===== src/rtl/jts16_obj_pkg.sv =====
// rtl/jts16_obj_pkg.sv - sprite draw command word layout shared by the dispatch slice
package jts16_obj_pkg;

  localparam int OBJ_CMDW   = 36;

  localparam int XPOS_LSB   = 0;
  localparam int XPOS_W     = 9;
  localparam int OFFSET_LSB = 9;
  localparam int OFFSET_W   = 16;
  localparam int BANK_LSB   = 25;
  localparam int BANK_W     = 3;
  localparam int PRIO_LSB   = 28;
  localparam int PRIO_W     = 2;
  localparam int PAL_LSB    = 30;
  localparam int PAL_W      = 6;

  // offset MSB carries the horizontal flip bit
  typedef struct packed {
    logic [PAL_W-1:0]    pal;
    logic [PRIO_W-1:0]   prio;
    logic [BANK_W-1:0]   bank;
    logic [OFFSET_W-1:0] offset;
    logic [XPOS_W-1:0]   xpos;
  } obj_cmd_t;

endpackage


===== src/rtl/jts16_obj_cmdfifo.sv =====
// rtl/jts16_obj_cmdfifo.sv - draw command FIFO; flush beats push/pop, full is registered
module jts16_obj_cmdfifo
  import jts16_obj_pkg::*;
#(
  parameter int AW = 2
) (
  input  logic          rst,
  input  logic          clk,
  input  logic          flush,
  input  logic          push,
  input  logic          pop,
  input  obj_cmd_t      din,
  output obj_cmd_t      dout,
  output logic          full,
  output logic          empty,
  output logic [AW:0]   count
);

  localparam int DEPTH = 1 << AW;
  localparam logic [AW:0] FULL_CNT = (AW+1)'(DEPTH);

  obj_cmd_t      mem [DEPTH];
  logic [AW-1:0] wr_ptr;
  logic [AW-1:0] rd_ptr;
  logic [AW:0]   count_nxt;
  logic          do_push;
  logic          do_pop;

  assign do_push = push && !full && !flush;
  assign do_pop  = pop && !empty && !flush;
  assign empty   = (count == '0);
  assign dout    = mem[rd_ptr];

  always_comb begin
    count_nxt = count;
    if (flush)
      count_nxt = '0;
    else if (do_push && !do_pop)
      count_nxt = count + 1'b1;
    else if (!do_push && do_pop)
      count_nxt = count - 1'b1;
  end

  always_ff @(posedge clk or posedge rst) begin
    if (rst) begin
      wr_ptr <= '0;
      rd_ptr <= '0;
      count  <= '0;
      full   <= 1'b0;
    end else begin
      count <= count_nxt;
      full  <= (count_nxt == FULL_CNT);
      if (flush) begin
        wr_ptr <= '0;
        rd_ptr <= '0;
      end else begin
        if (do_push) wr_ptr <= wr_ptr + 1'b1;
        if (do_pop)  rd_ptr <= rd_ptr + 1'b1;
      end
    end
  end

  always_ff @(posedge clk) begin
    if (do_push) mem[wr_ptr] <= din;
  end

endmodule


===== src/rtl/jts16_obj_dispatch.sv =====
// rtl/jts16_obj_dispatch.sv - queues scanner draw commands and hands them to idle engines; JTS16_OBJ_DUAL_EN enables engine 1
module jts16_obj_dispatch
  import jts16_obj_pkg::*;
#(
  parameter int AW = 2
) (
  input  logic                rst,
  input  logic                clk,
  input  logic                hstart,
  input  logic                dr_start,
  input  logic [8:0]          dr_xpos,
  input  logic [15:0]         dr_offset,
  input  logic [2:0]          dr_bank,
  input  logic [1:0]          dr_prio,
  input  logic [5:0]          dr_pal,
  output logic                dr_busy,
  output logic [1:0]          eng_start,
  input  logic [1:0]          eng_busy,
  output logic [OBJ_CMDW-1:0] eng0_cmd,
  output logic [OBJ_CMDW-1:0] eng1_cmd,
  output logic                line_done,
  output logic [7:0]          drop_cnt
);

  obj_cmd_t    din;
  obj_cmd_t    head;
  logic        full;
  logic        empty;
  logic [AW:0] count;
  logic [1:0]  elig;
  logic [1:0]  busy_used;
  logic        pop;
  logic        sel;

  assign din = {dr_pal, dr_prio, dr_bank, dr_offset, dr_xpos};

  jts16_obj_cmdfifo #(.AW(AW)) u_fifo (
    .rst   (rst),
    .clk   (clk),
    .flush (hstart),
    .push  (dr_start),
    .pop   (pop),
    .din   (din),
    .dout  (head),
    .full  (full),
    .empty (empty),
    .count (count)
  );

  assign dr_busy = full;

  // eng_start masks the engine for the cycle before its busy flag rises
`ifdef JTS16_OBJ_DUAL_EN
  logic last;

  assign elig      = ~eng_busy & ~eng_start;
  assign busy_used = eng_busy;
  assign sel       = (elig == 2'b11) ? ~last : elig[1];

  always_ff @(posedge clk or posedge rst) begin
    if (rst) begin
      last     <= 1'b1;
      eng1_cmd <= '0;
    end else if (pop) begin
      last <= sel;
      if (sel) eng1_cmd <= head;
    end
  end
`else
  assign elig      = ~eng_busy & ~eng_start & 2'b01;
  assign busy_used = eng_busy & 2'b01;
  assign sel       = 1'b0;
  assign eng1_cmd  = '0;
`endif

  assign pop = !empty && !hstart && (elig != 2'b00);

  always_ff @(posedge clk or posedge rst) begin
    if (rst) begin
      eng_start <= 2'b00;
      eng0_cmd  <= '0;
    end else begin
      eng_start <= pop ? (sel ? 2'b10 : 2'b01) : 2'b00;
      if (pop && !sel) eng0_cmd <= head;
    end
  end

  always_ff @(posedge clk or posedge rst) begin
    if (rst)
      line_done <= 1'b0;
    else if (hstart || dr_start)
      line_done <= 1'b0;
    else if (count == '0 && eng_start == 2'b00 && busy_used == 2'b00)
      line_done <= 1'b1;
  end

  always_ff @(posedge clk or posedge rst) begin
    if (rst)
      drop_cnt <= 8'd0;
    else if (dr_start && (full || hstart) && drop_cnt != 8'hFF)
      drop_cnt <= drop_cnt + 8'd1;
  end

endmodule


===== config.mk =====
export PLATFORM = sky130hd
export DESIGN_NAME = jts16_obj_dispatch
export DESIGN_NICKNAME = d
export VERILOG_FILES = /design/src/rtl/jts16_obj_pkg.sv /design/src/rtl/jts16_obj_cmdfifo.sv /design/src/rtl/jts16_obj_dispatch.sv
export SDC_FILE = /design/constraint.sdc
export NUM_CORES = 1
export LEC_CHECK = 0
export BUFFER_PORTS_ARGS = -buffer_cell sky130_fd_sc_hd__clkbuf_2
export CAP_MARGIN = 20
export CORE_ASPECT_RATIO = 1.2
export CORE_MARGIN = 5
export CORE_UTILIZATION = 55
export CTS_BUF_LIST = sky130_fd_sc_hd__clkbuf_4 sky130_fd_sc_hd__clkbuf_8
export CTS_CLUSTER_DIAMETER = 40
export DETAILED_ROUTE_END_ITERATION = 10
export GPL_TIMING_DRIVEN = 0
export PLACE_DENSITY_LB_ADDON = 0.15
export RECOVER_POWER = 50
export SKIP_LAST_GASP = 1
export SYNTH_ARGS = -nofsm -noshare
export SYNTH_HDL_FRONTEND = slang
export SYNTH_SLANG_ARGS = --single-unit

===== constraint.sdc =====
create_clock -name clk -period 5.4 [get_ports clk]
set_input_delay 1.08 -clock clk [delete_from_list [all_inputs] [get_ports clk]]
set_output_delay 1.08 -clock clk [all_outputs]
set_load 0.05 [all_outputs]

==> After elaboration in Yosys (flattened, before gate mapping) <==
Memory sizes are Yosys's and may differ from the RTL's. A register that Yosys moved wholly into a read port is not among the register bits.
Index checks and enable logic that the tools add are counted.
{ "word_totals": {"ff_bits": 18, "ram_bits": 144, "out_inout_bits": 84, "wordCells": 55, "n_memories": 1} }
{ "mem_list": {"columns": ["memory", "words", "word_bits", "rd", "rd_ports_with_merged_regs", "wr", "line_no", "text"], "rows": [
  ["u_fifo.mem", 4, 36, 1, 1, 1, "jts16_obj_cmdfifo.sv:22", "obj_cmd_t mem [DEPTH];"]
]} }
{ "op_classes": {"add_sub_neg": 5, "n_eq_ne": 2, "mux": 12, "bitwise_logic": 3, "n_reduce_logical": 25} }
{ "op_table": {"columns": ["operator", "n"], "rows": [
  ["1-bit logical AND", 12],
  ["3-bit two-way mux", 3],
  ["8-bit by 1-bit adder with 8-bit output, second input constant", 1],
  ["2-bit two-way mux", 4],
  ["8-bit != test, second input constant", 1],
  ["2-bit nonzero test", 3],
  ["1-bit zero test", 5],
  ["1-bit two-way mux", 5],
  ["2-bit by 1-bit adder with 2-bit output, second input constant", 2],
  ["2-bit zero test", 2],
  ["3-bit by 1-bit adder with 3-bit output, second input constant", 1],
  ["3-bit == test, second input constant", 1],
  ["3-bit zero test", 1],
  ["3-bit by 1-bit subtractor with 3-bit output, second input constant", 1],
  ["1-bit logical OR", 2],
  ["1-bit inverter", 2],
  ["1-bit bitwise AND", 1]
]} }

==> Longest topological paths before layout <==
{ "logic_depth": {"ltp_word": 11, "ltp_mapped": 8} }

==> Hierarchy <==
From an unflattened synthesis, not the netlist that was laid out.
{ "unflattened": {"cells_unflattened": 407, "area_unflattened_um2": 7892.6} }
{ "modules_own_cells": {"columns": ["mod", "n_inst", "cells_per_inst", "area_each_um2", "seq_area_each_um2"], "rows": [
  ["jts16_obj_cmdfifo", 1, 249, 5788.1, 4524.3],
  ["jts16_obj_dispatch", 1, 158, 2104.5, 1151.1]
]} }

==> Least setup slack after synthesis <==
OpenSTA, ideal clock, no wires.
{ "synth_timing": {"path_type": "input -> register", "startpoint": "input hstart", "endpoint": "memory u_fifo.mem[1][0] (netlist name), enable pin", "setup_ns": 0.482, "arrival_ns": 4.017, "path_slack_ns": 0.901, "path_stages": 2, "path_cell_list": "clkbuf_1 > nor3b_1"} }
{ "synth_via": {"elab_chain_len": 4} }
{ "synth_lines": {"columns": ["element", "line_no", "text"], "rows": [
  ["start: declaration", "jts16_obj_dispatch.sv:9", "input logic hstart,"],
  ["1-bit zero test", "jts16_obj_cmdfifo.sv:29", "assign do_push = push && !full && !flush;"],
  ["1-bit logical AND", "jts16_obj_cmdfifo.sv:29", null],
  ["1-bit two-way mux", "jts16_obj_cmdfifo.sv:64", "if (do_push) mem[wr_ptr] <= din;"],
  ["1-bit two-way mux (implied by the code)", "jts16_obj_cmdfifo.sv:64", null],
  ["end: declaration", "jts16_obj_cmdfifo.sv:22", null]
]} }
Every way passes these cells.

==> impl_metrics.toml <==
[outcome]
status = "complete, but fails checks"
violations = "capacitance limit, slew limit"

[cts]
cts.clk_slew.worst_paths_ns = 0.08
hold_buffers = 0
clock_sinks = 198
cts-resized-gates = 0
cts_setup_buffers = 0
clk_path_buf_depth = 2
numCtsBuffers = 17
clkLatencyLatePin_ns = 0.45
cts_tree = "built"
root_buffer = "clkbuf_8"
htreeDepth = 4

[synth]
synth_area_per_cell_um2 = 19.6
syn-instance-count = 398
synthArstFlopShare_pct = 27.3
ys_types = 37
ys_seq_area_share_pct = 72.7
yosys_warnings = 0
ys_ff_latch = 198
synth_edf_count = 144
ys.flop_type = "edfxtp_1"
syn_area_um2 = 7810

[finish]
area_growth_pct = 15.2
ff_latch_area_um2 = 5680
multi_input_area_um2 = 1840
drive_gt1_share_pct = 35.7
finalNetCount = 598
design_area_um2 = 8990
post-route-util_pct = 64.8
num_antenna_cells = 0
stdcell_count = 732
final.fill_count = 1036

[sta]
rsz0062_at_grt = "no"
final_hold_viol_count = 0
relSlewSlack_pct = -50.6
period_share_pct = 61.4
fin_crit_ns = 3.32
clock_skew_ns = 0.00832
fmax_mhz = 301
finalSetupViolCount = 0
tns_ns = 0
hold_ws_ns = 0.487
slew_viol_final = 39
fin_ws_ns = 2.08
worstMarginPinSlew_ns = 2.26

[die]
dieArea_um2 = 16700
die_h_um = 141
pin_count = 126
start_util_pct = 56.2
die_x_um = 119
rows = 47
core-area_um2 = 13900

[setup_path]
arrival_ns = 3.42
crit_path_top_delay_cell = "clkbuf_1"
cp.required_ns = 5.50
max_stage_delay_ns = 1.67
path_cells = "clkbuf_2, inv_1, clkbuf_1"
end_kind = "asynchronous set/reset pin"
worstPathMaxFanout = 38
rr_worst_depth = 8
start_kind = "primary input"
path_class = "in -> async"

[run]
cap_violations = 1

[power]
p_leak_nw = 3.40
ir_drop_mv = 0.276
finalPower_mw = 4.56
powerDensity_nw_per_um2 = 508

[drt]
drt_iter0_drc = 166
drt-pass1-iter-count = 4
vias = 3778
wl_per_cell_um = 18.4
drc = 0
postRouteAntennaNets = 0
vias_per_cell = 5.16
wirelength_mm = 13.5

[placed_design]
io_buffers = 87
dpl_cell_area_um2 = 8720
preCtsSetupSlack_ns = 2.20
dp_hpwl_mm = 9.22
placed_cells = 700
place_congestion = 0.756

[global_routing]
overflow = 0
grt_use_total_pct = 17.3
grt_pass1_vias = 4034
antenna_found_initial = 0
grt_pass1_wl_mm = 21.6
grt_max_degree = 39

[worst_hold_path]
worstHoldPathType = "reg -> reg"
whs_path_depth = 1
-- synth_stat cells (4+ instances only) --
cell	count	area share [%]
nand3_1	4	0.26
edfxtp_1	144	55
mux2_1	11	1.6
nand2_1	9	0.43
mux2_2	25	3.6
mux4_2	36	10
xor2_1	4	0.45
xnor2_1	9	1.0
nor2_1	8	0.38
inv_1	6	0.29
nor3_1	4	0.26
ha_1	8	1.3
dfrtp_1	54	17
buf_4	41	3.9
-- critical path: cells and delay by family --
family | cells | cell delay, ns
buffers and inverters | 3 | 2.31
-- cell type report --
| type | count | share of cell area [%] |
|---|---|---|
| sequential | 198 | 63.1 |
| timing repair buffer | 95 | 5.54 |
| clock buffer | 23 | 3.24 |
| inverter | 6 | 0.251 |
| clock inverter | 9 | 0.891 |
| buffer | 51 | 4.05 |
| tap | 171 | 2.38 |
| multi-input combinational | 179 | 20.5 |
-- final timing paths --
path	startpoint	slack (ns)	end
min in group asynchronous	rst	0.75	eng0_cmd[28]$_DFFE_PP0N_
max in group clk	u_fifo.count[0]$_DFF_PP0_	2.41	eng0_cmd[23]$_DFFE_PP0N_
min	eng0_cmd[33]$_DFFE_PP0N_	0.49	eng0_cmd[33]$_DFFE_PP0N_
max	rst	2.08	drop_cnt[2]$_DFFE_PP0P_
min reg2reg	eng0_cmd[33]$_DFFE_PP0N_	0.49	eng0_cmd[33]$_DFFE_PP0N_
max reg2reg	u_fifo.count[0]$_DFF_PP0_	2.41	eng0_cmd[23]$_DFFE_PP0N_
-- registers in the layout (all words and copies together), names as in the netlist --
name	cells
drop_cnt	8
eng0_cmd	36
eng_start	1
line_done	1
u_fifo.count	3
u_fifo.full	1
u_fifo.mem	144
u_fifo.rd_ptr	2
u_fifo.wr_ptr	2
-- routing by layer --
layer	up-vias	GRT usage [%]	wire (um)
met5	-	0	0
met4	0	6.41	213
met3	16	4.72	875
met2	116	30.8	7280
met1	1898	20.1	5130
li1	1748	-	-
-- placed cells by master (no fill, tap or decap), types with 2 or more instances in the layout --
master	count
inv_1	6
mux2_2	25
nor3_1	4
nand3_1	4
nand2_1	9
buf_6	7
clkbuf_4	4
nand2b_1	2
and3_2	3
clkinv_2	5
ha_1	8
buf_12	3
mux2_1	11
dfrtp_1	54
clkbuf_1	43
conb_1	37
a21oi_1	3
mux4_2	36
xor2_1	4
clkbuf_8	19
buf_4	39
nor2_1	9
edfxtp_1	144
buf_2	3
clkbuf_2	50
xnor2_1	9
o21ai_0	2
-- logic make-up (layout without fill, tap and decap cells) --
family / count (synthesis) / after routing / synth area share (%)
xor gates and xnor gates: 13 / 13 / 1.46
adders and majority gates: 9 / 9 / 1.43
DFF: 198 / 198 / 72.7
other: 1 / 37 / 0.0480
AOI/OAI and AO/OA: 9 / 9 / 1.01
muxes: 72 / 72 / 15.6
and+or+nand+nor: 39 / 39 / 2.73
buffers and inverters: 57 / 184 / 5.05
-- power breakdown --
| group | total, mW | internal [mW] | switching [mW] |
|---|---|---|---|
| Combinational | 1.65 | 0.565 | 1.08 |
| Sequential | 2.04 | 1.90 | 0.144 |
| Clock | 0.874 | 0.408 | 0.465 |
| Total | 4.56 | 2.87 | 1.69 |
(Power assumes the default switching activity.)
